==> config.mk <==
export PLATFORM = sky130hd
export DESIGN_NAME = mu0_ctrl_fsm
export DESIGN_NICKNAME = d
export VERILOG_FILES = /design/src/rtl/mu0_ctrl_fsm.sv
export SDC_FILE = /design/constraint.sdc
export NUM_CORES = 1
export LEC_CHECK = 0
export ABC_AREA = 1
export BUFFER_PORTS_ARGS = -buffer_cell sky130_fd_sc_hd__buf_4
export CAP_MARGIN = 30
export CORE_AREA = 4 4 41 43
export CTS_CLUSTER_SIZE = 14
export DETAILED_ROUTE_END_ITERATION = 10
export DIE_AREA = 0 0 45 47
export PLACE_DENSITY = 0.57
export SKIP_LAST_GASP = 1
export SYNTH_ARGS = -nofsm -noshare
export SYNTH_HDL_FRONTEND = slang
export SYNTH_SLANG_ARGS = --single-unit
==> constraint.sdc <==
create_clock -name clk -period 3.4 [get_ports clk]
set_clock_uncertainty 0.1 [all_clocks]
set_input_delay 0.68 -clock clk [delete_from_list [all_inputs] [get_ports clk]]
set_output_delay 0.68 -clock clk [all_outputs]
set_load 0.01 [all_outputs]
==> src/rtl/mu0_ctrl_fsm.sv <==
// -----------------------------------------------------------------------------
// mu0_ctrl_fsm -- MU0 control unit with memory wait states, optional AND/OR,
// bus watchdog and sticky HALT status.
//
// Sequences FETCH/EXEC for the PC/IR/ACC/ALU/memory datapath. All state
// changes happen on the rising edge of clk. Reset is synchronous, active-low.
//
// Optional build macro: MU0_CTRL_ICOUNT_EN adds the instr_count output, which
// counts completed EXEC cycles (wraps at 2**CNT_W, frozen in HALT).
//
// Ports
//   clk, rst_n          clock, synchronous active-low reset
//   in_opcode[OPC_W]    IR opcode field; any bit above bit 3 set -> illegal
//   acc_15, accz        ACC sign / ACC==0 flags, used by JGE / JNE
//   mem_ready           memory finishes the current access this cycle
//   a_sel, b_sel        address mux (0 PC, 1 IR), ALU B mux (0 addr, 1 mem)
//   pc_ce, ir_ce,
//   acc_ce, acc_oe      datapath enables
//   alufs[3]            0 idle, 1 ADD, 2 SUB, 3 PASS B, 4 INC A, 5 AND, 6 OR
//   rnw, memrq          1 = read / memory request
//   halted              core is in HALT
//   illegal, bus_err    HALT cause: illegal opcode / watchdog timeout
//   instr_count[CNT_W]  completed instructions (MU0_CTRL_ICOUNT_EN only)
// -----------------------------------------------------------------------------
module mu0_ctrl_fsm #(
  parameter int OPC_W      = 4,
  parameter int EXT_OPS    = 1,
  parameter int WAIT_LIMIT = 0,
  parameter int WDT_W      = 8,
  parameter int CNT_W      = 16
) (
  input  logic             clk,
  input  logic             rst_n,
  input  logic [OPC_W-1:0] in_opcode,
  input  logic             acc_15,
  input  logic             accz,
  input  logic             mem_ready,
  output logic             a_sel,
  output logic             b_sel,
  output logic             pc_ce,
  output logic             ir_ce,
  output logic             acc_ce,
  output logic             acc_oe,
  output logic [2:0]       alufs,
  output logic             rnw,
  output logic             memrq,
  output logic             halted,
  output logic             illegal,
  output logic             bus_err
`ifdef MU0_CTRL_ICOUNT_EN
  ,
  output logic [CNT_W-1:0] instr_count
`endif
);

  typedef enum logic [1:0] {
    S_FETCH = 2'd0,
    S_EXEC  = 2'd1,
    S_HALT  = 2'd2
  } state_e;

  localparam int               LIM_M1_I = (WAIT_LIMIT > 0) ? WAIT_LIMIT - 1 : 0;
  localparam logic [WDT_W-1:0] LIM_M1   = LIM_M1_I[WDT_W-1:0];

  state_e           state_q, state_d;
  logic             illegal_q, illegal_d;
  logic             bus_err_q, bus_err_d;
  logic [WDT_W-1:0] wdt_q, wdt_d;

  // ---------------------------------------------------------------------------
  // Opcode decode
  // ---------------------------------------------------------------------------
  logic [3:0] op;
  logic       hi_set;
  logic       op_load, op_sto, op_jmp, op_stop, op_ill, jmp_taken;
  logic [2:0] ld_fn;

  assign op = in_opcode[3:0];

  generate
    if (OPC_W > 4) begin : g_hi
      assign hi_set = |in_opcode[OPC_W-1:4];
    end else begin : g_nohi
      assign hi_set = 1'b0;
    end
  endgenerate

  always_comb begin
    op_load   = 1'b0;
    op_sto    = 1'b0;
    op_jmp    = 1'b0;
    op_stop   = 1'b0;
    op_ill    = 1'b0;
    jmp_taken = 1'b0;
    ld_fn     = 3'd0;
    if (hi_set) begin
      op_ill = 1'b1;
    end else begin
      case (op)
        4'd0: begin op_load = 1'b1; ld_fn = 3'd3; end
        4'd1: op_sto = 1'b1;
        4'd2: begin op_load = 1'b1; ld_fn = 3'd1; end
        4'd3: begin op_load = 1'b1; ld_fn = 3'd2; end
        4'd4: begin op_jmp = 1'b1; jmp_taken = 1'b1;    end
        4'd5: begin op_jmp = 1'b1; jmp_taken = ~acc_15; end
        4'd6: begin op_jmp = 1'b1; jmp_taken = ~accz;   end
        4'd7: op_stop = 1'b1;
        4'd8: begin
          if (EXT_OPS != 0) begin op_load = 1'b1; ld_fn = 3'd5; end
          else              op_ill  = 1'b1;
        end
        4'd9: begin
          if (EXT_OPS != 0) begin op_load = 1'b1; ld_fn = 3'd6; end
          else              op_ill  = 1'b1;
        end
        default: op_ill = 1'b1;
      endcase
    end
  end

  // ---------------------------------------------------------------------------
  // Output decode. Enables are gated by mem_ready, so a stall holds every
  // output stable and nothing fires until the access completes.
  // ---------------------------------------------------------------------------
  always_comb begin
    a_sel  = 1'b0;
    b_sel  = 1'b0;
    pc_ce  = 1'b0;
    ir_ce  = 1'b0;
    acc_ce = 1'b0;
    acc_oe = 1'b0;
    alufs  = 3'd0;
    rnw    = 1'b1;
    memrq  = 1'b0;
    case (state_q)
      S_FETCH: begin
        memrq = 1'b1;
        alufs = 3'd4;
        pc_ce = mem_ready;
        ir_ce = mem_ready;
      end
      S_EXEC: begin
        if (op_load) begin
          a_sel  = 1'b1;
          b_sel  = 1'b1;
          memrq  = 1'b1;
          alufs  = ld_fn;
          acc_ce = mem_ready;
        end else if (op_sto) begin
          a_sel  = 1'b1;
          acc_oe = 1'b1;
          memrq  = 1'b1;
          rnw    = 1'b0;
        end else if (op_jmp) begin
          // Taken: fetch the target via IR operand. Not taken: fetch the
          // next sequential word via PC. Either way IR gets the next opcode
          // and PC = address+1, so EXEC runs again directly.
          a_sel = jmp_taken;
          memrq = 1'b1;
          alufs = 3'd4;
          pc_ce = mem_ready;
          ir_ce = mem_ready;
        end
      end
      default: ;
    endcase
  end

  assign halted  = (state_q == S_HALT);
  assign illegal = illegal_q;
  assign bus_err = bus_err_q;

  // ---------------------------------------------------------------------------
  // Watchdog. The count includes the current stalled cycle: the timeout fires
  // on the WAIT_LIMIT-th consecutive stalled cycle. A ready cycle never times
  // out, so a completion on that cycle proceeds normally.
  // ---------------------------------------------------------------------------
  logic stall, timeout;

  assign stall   = memrq & ~mem_ready;
  assign timeout = (WAIT_LIMIT > 0) && stall && (wdt_q == LIM_M1);

  always_comb begin
    wdt_d = '0;
    if ((WAIT_LIMIT > 0) && stall) wdt_d = wdt_q + WDT_W'(1);
  end

  // ---------------------------------------------------------------------------
  // Next state
  // ---------------------------------------------------------------------------
  always_comb begin
    state_d   = state_q;
    illegal_d = illegal_q;
    bus_err_d = bus_err_q;
    case (state_q)
      S_FETCH: begin
        if (timeout) begin
          state_d   = S_HALT;
          bus_err_d = 1'b1;
        end else if (mem_ready) begin
          state_d = S_EXEC;
        end
      end
      S_EXEC: begin
        if (op_stop) begin
          state_d = S_HALT;
        end else if (op_ill) begin
          state_d   = S_HALT;
          illegal_d = 1'b1;
        end else if (timeout) begin
          state_d   = S_HALT;
          bus_err_d = 1'b1;
        end else if (mem_ready && (op_load || op_sto)) begin
          state_d = S_FETCH;
        end
      end
      S_HALT:  state_d = S_HALT;
      default: state_d = S_FETCH;
    endcase
  end

  always_ff @(posedge clk) begin
    if (!rst_n) begin
      state_q   <= S_FETCH;
      illegal_q <= 1'b0;
      bus_err_q <= 1'b0;
      wdt_q     <= '0;
    end else begin
      state_q   <= state_d;
      illegal_q <= illegal_d;
      bus_err_q <= bus_err_d;
      wdt_q     <= wdt_d;
    end
  end

`ifdef MU0_CTRL_ICOUNT_EN
  // ---------------------------------------------------------------------------
  // Completed-instruction counter: memory ops and jumps complete with
  // mem_ready, STOP completes unconditionally. Illegal opcodes do not count.
  // ---------------------------------------------------------------------------
  logic [CNT_W-1:0] cnt_q, cnt_d;
  logic             done;

  assign done = (state_q == S_EXEC) &&
                (op_stop || (mem_ready && (op_load || op_sto || op_jmp)));

  always_comb begin
    cnt_d = cnt_q;
    if (done) cnt_d = cnt_q + CNT_W'(1);
  end

  always_ff @(posedge clk) begin
    if (!rst_n) cnt_q <= '0;
    else        cnt_q <= cnt_d;
  end

  assign instr_count = cnt_q;
`endif

endmodule

### Word-level counts from Yosys, hierarchy flattened

Cells that the tools add are included.

| cells by class | value |
|---|---|
| bitwise logic cells | 4 |
| equality and inequality tests | 13 |
| reductions and logical operators | 9 |
| muxes and demuxes | 37 |

Operator list:

| operator | number |
|---|---|
| 1-bit 2-to-1 mux | 24 |
| 4-bit by 3-bit equality test with 1-bit output, second input constant | 4 |
| 3-bit case mux with 5 select lines | 1 |
| 10-bit OR reduction | 1 |
| 3-bit 2-to-1 mux | 3 |
| 4-bit by 2-bit equality test with 1-bit output, second input constant | 2 |
| 4-bit equality test, second input constant | 2 |
| 2-bit 2-to-1 mux | 4 |
| 2-bit case mux with 3 select lines | 1 |
| 3-bit case mux with 2 select lines | 1 |
| 5-bit OR reduction | 1 |
| 4-bit by 1-bit equality test with 1-bit output, second input constant | 1 |
| 4-bit logical NOT | 1 |
| 4-bit != test, second input constant | 1 |
| 1-bit NOT | 4 |
| 1-bit case mux with 2 select lines | 2 |
| 1-bit case mux with 3 select lines | 1 |
| 3-bit AND reduction | 1 |
| 3-bit OR reduction | 1 |
| 2-bit by 1-bit equality test with 1-bit output, second input constant | 1 |
| 2-bit equality test, second input constant | 1 |
| 2-bit logical NOT | 1 |
| 2-bit != test, second input constant | 1 |
| 2-bit AND reduction | 1 |
| 2 further kinds | 2 |

| word-level totals | value |
|---|---|
| bits in registers | 3 |
| word-level logic and storage cells | 65 |

### Longest topological paths before layout

| logic depth | value |
|---|---|
| depth after elaboration | 9 |
| gate-level depth with buffers | 7 |
| mapped depth without buffers | 7 |

### Worst setup path before layout

No wires, ideal clock.

| timing path | value |
|---|---|
| path type | input port to output port |
| from | input port in_opcode[3] |
| to | output port pc_ce |
| buffers on the path | 2 |
| stages | 5 |
| path slack | 1224 ps |
| arrival | 1396 ps |
| cell sequence | buf_4 nor3_2 nand2_1 a21oi_2 buf_4 |

| between the ends | value |
|---|---|
| cells in the longest elaborated chain, start to end | 7 |

Ends and longest elaborated chain:

| item | line | text |
|---|---|---|
| from (decl) | 34 | `input logic [OPC_W-1:0] in_opcode,` |
| 4-bit by 3-bit equality test with 1-bit output | 99 | `case (op)` |
| 3-bit OR reduction (no source line) | n/a |  |
| 1-bit 2-to-1 mux | 99 |  |
| 1-bit 2-to-1 mux (2 in a row) | n/a |  |
| 1-bit 2-to-1 mux * | n/a |  |
| 1-bit case mux with 2 select lines * | n/a |  |
| to (decl) | 40 | `output logic pc_ce,` |

Mark *: on every way between the ends. The rest lies on a longest branch, timed or not.

### Worst setup path after layout

| timing path | value |
|---|---|
| from | input port in_opcode[0] |
| to | output port ir_ce |

| between the ends | value |
|---|---|
| cells in the longest elaborated chain, start to end | 7 |

Ends and longest elaborated chain:

| item | line | text |
|---|---|---|
| 4-bit by 3-bit equality test with 1-bit output | 99 |  |
| 3-bit OR reduction (no source line) | n/a |  |
| 1-bit 2-to-1 mux | 99 |  |
| 1-bit 2-to-1 mux | 154 | `end else if (op_jmp) begin` |
| 1-bit 2-to-1 mux | 149 | `end else if (op_sto) begin` |
| 1-bit 2-to-1 mux * | 143 | `if (op_load) begin` |
| 1-bit case mux with 2 select lines * | 135 | `case (state_q)` |
| to (decl) | 41 | `output logic ir_ce,` |

Marks and branches as above.

==> run_results.csv <==
group,metric,value,unit
outcome,status,"complete, no violations",
cts,root_cell_of_the_clock_tree,"sky130_fd_sc_hd__clkbuf_4",
grt,grtUsageTotal,9.70,%
floorplanning,die_h,47,microns
grt,number_of_global_route_vias_before_repair,376,
route,antenna_violating_nets_post_route,0,
sta,maximum_achievable_frequency,452,MHz
route,first_drt_iteration_drcs,4,
cts,worst_skew_pair.late_latency,0.23,ns
finish,most-common-layout-cells,"sky130_fd_sc_hd__buf_4, sky130_fd_sc_hd__nand2_1, sky130_fd_sc_hd__nor2_1, sky130_fd_sc_hd__inv_1",
floorplanning,effective_utilization_at_floorplan,26.1,%
yosys,yosys_register_bits,3,
place,place_congestion,0.757,
grt,gr-total-overflow,0,
place,hpwlAfterDp,749,microns
setup_path,highest_net_fanout_along_the_worst_path,5,
cts,clock_sinks,3,
yosys,syn-cell-area,339,sq um
flow_run,maxCapViolations,0,
sta,finalCritPeriodShare,65.0,%
power,power_leakage,0.297,nW
power,ir_worst_vdd,0.138,mV
cts,htree_levels,1,
grt,antenna_found_initial,0,
finish,fillerInstances,151,
finish,area_growth,53.1,%
cts,cts_hold_buffers,0,
sta,slew_violations,0,
sta,timing.final.setup_violations,0,
setup_path,timing.critical_path.to_type,"output port",
yosys,mappedNetlistNets,68,
cts,cts_resized,0,
route,post_drt_wl_per_cell,9.22,microns
sta,rsz0062_at_grt,"false",
finish,most_common_cell_after_layout_fill_and_taps_aside,"sky130_fd_sc_hd__buf_4",
floorplanning,floorplan.io_pins,23,
floorplanning,floorplan.die.width,45,microns
place,dpl.cell_count,92,
worst_hold_path,min-delay-path-class,"reg2reg",
cts,cts_max_path_buffers,2,
finish,layout.cells.non_filler,96,
sta,final-hold-violation-count,0,
yosys,avgSynthCellArea,5.75,sq um
route,detailed_routing_iterations_pass_1,4,
route,routed_wl,885,microns
cts,worst_setup_hold_path_clk_slew,0.04,ns
yosys,synth_cell_type_count,19,
finish,antenna-diode-count,0,
floorplanning,dieArea,2120,sq um
power,cellPowerDensity,310,nW/um^2
floorplanning,num_rows,13,
finish,drive_gt1_share,40.7,%
sta,fin_setup_tns,0,ns
route,detail_route.drc_violations,0,
finish,layout.nets,91,
sta,finalWorstPathRequiredPeriod,2.21,ns
setup_path,path_class,"in2out",
grt,pin_count_of_the_biggest_net_entering_global_routing,9,
yosys,post_synthesis_sequential_area_ratio,17.7,%
route,vias,406,
setup_path,required_time_reported_for_the_critical_path_endpoint,2.62,ns
cts,cts_tree,"done",
setup_path,critPathLaunchType,"input pin",
route,routed_via_density,4.23,
yosys,ys_warn_count,0,
cts,numCtsBuffers,3,
yosys,netlist_instances,59,
setup_path,cp.arrival,1.43,ns
floorplanning,core,1300,sq um
place,place.port_buffers,21,
cts,post_cts.repair.setup_buffers,0,
grt,grt_first_pass_wirelength,1500,microns
==> where the power goes <==
group	leakage [nW]	total (mW)	switching, mW	internal [mW]
sequential	0.0246	0.0405	0.00262	0.0379
clock	0.0150	0.0612	0.0173	0.0439
combinational	0.258	0.0595	0.0322	0.0273
total	0.297	0.161	0.0521	0.109
==> per-stage QoR <==
stage | setup WS, ns | cell area [sq um] | power (mW) | utilization, % | hold WS, ns
finish | 1.19 | 519 | 0.161 | 39.9 | 0.384
global route | 1.08 | 519 | 0.174 | 39.9 | 0.420
CTS | 1.18 | 519 | 0.166 | 39.9 | 0.392
detailed placement | 1.18 | 493 | 0.101 | 37.9 | 0.368
global placement | 1.17 | 493 | 0.101 | 37.9 | 0.369
floorplan | 1.22 | 339 | 0.0766 | - | 0.405
==> worst max-delay path: stages <==
cell and delay (ns):
sky130_fd_sc_hd__buf_4 0.13, sky130_fd_sc_hd__nand2_2 0.08, sky130_fd_sc_hd__inv_1 0.06, sky130_fd_sc_hd__nor3_2 0.09
sky130_fd_sc_hd__nand2_1 0.10, sky130_fd_sc_hd__a21oi_2 0.15, sky130_fd_sc_hd__buf_4 0.14
==> area by class of cell <==
class | count | area, sq um | share of cell area [%]
clock buffer | 4 | 26.3 | 5.06
inverter | 10 | 37.5 | 7.23
timing repair buffer | 21 | 158 | 30.4
tap | 15 | 18.8 | 3.61
multi-input combinational | 43 | 219 | 42.2
sequential | 3 | 60.1 | 11.6
==> worst paths after layout <==
kind | from | to | slack (ns) | cells past startpoint
worst max-delay path | in_opcode[0] | ir_ce | 1.19 | 7
worst min register to register | illegal | illegal | 0.38 | 2
worst max register to register | state_q[1] | state_q[0] | 2.30 | 5
worst min-delay path | illegal | illegal | 0.38 | 2
==> cell usage after synthesis <==
master	number	area (sq um)
sky130_fd_sc_hd__o21ai_1	1	5.00
sky130_fd_sc_hd__nand3_2	1	10.0
sky130_fd_sc_hd__inv_2	2	7.51
sky130_fd_sc_hd__a21oi_1	3	15.0
sky130_fd_sc_hd__buf_4	3	22.5
sky130_fd_sc_hd__conb_1	1	3.75
sky130_fd_sc_hd__a31oi_1	2	12.5
sky130_fd_sc_hd__nor3_1	1	5.00
sky130_fd_sc_hd__o21ai_2	1	8.76
sky130_fd_sc_hd__dfxtp_1	3	60.1
sky130_fd_sc_hd__nor3_2	1	10.0
sky130_fd_sc_hd__a21oi_2	1	8.76
sky130_fd_sc_hd__nand3_1	2	10.0
sky130_fd_sc_hd__inv_1	8	30.0
sky130_fd_sc_hd__nand2_1	15	56.3
sky130_fd_sc_hd__nand2_2	1	6.26
sky130_fd_sc_hd__nor2_8	1	20.0
sky130_fd_sc_hd__nor2_1	11	41.3
sky130_fd_sc_hd__nor2_2	1	6.26
==> per-layer routing <==
metal / part of all wire (%) / global-route usage, %
met1: 44 / 11.3
met2: 47 / 15.8
met3: 9.6 / 3.07
met4: 0 / 5.26
met5: 0 / 0
==> cells by family (layout without fill, tap and decap cells) <==
kind of cell / count (synthesis) / count (layout) / share of synthesized area [%]
compound gates: 8 / 8 / 14.8
buf+inv: 13 / 35 / 17.7
flops: 3 / 3 / 17.7
other cells: 1 / 1 / 1.11
simple gates: 34 / 34 / 48.7
==> registers in the layout (all words and copies together), names as in the netlist <==
signal / cells
illegal: 1
state_q: 2
No activity file was read; power rests on OpenSTA's default activity.
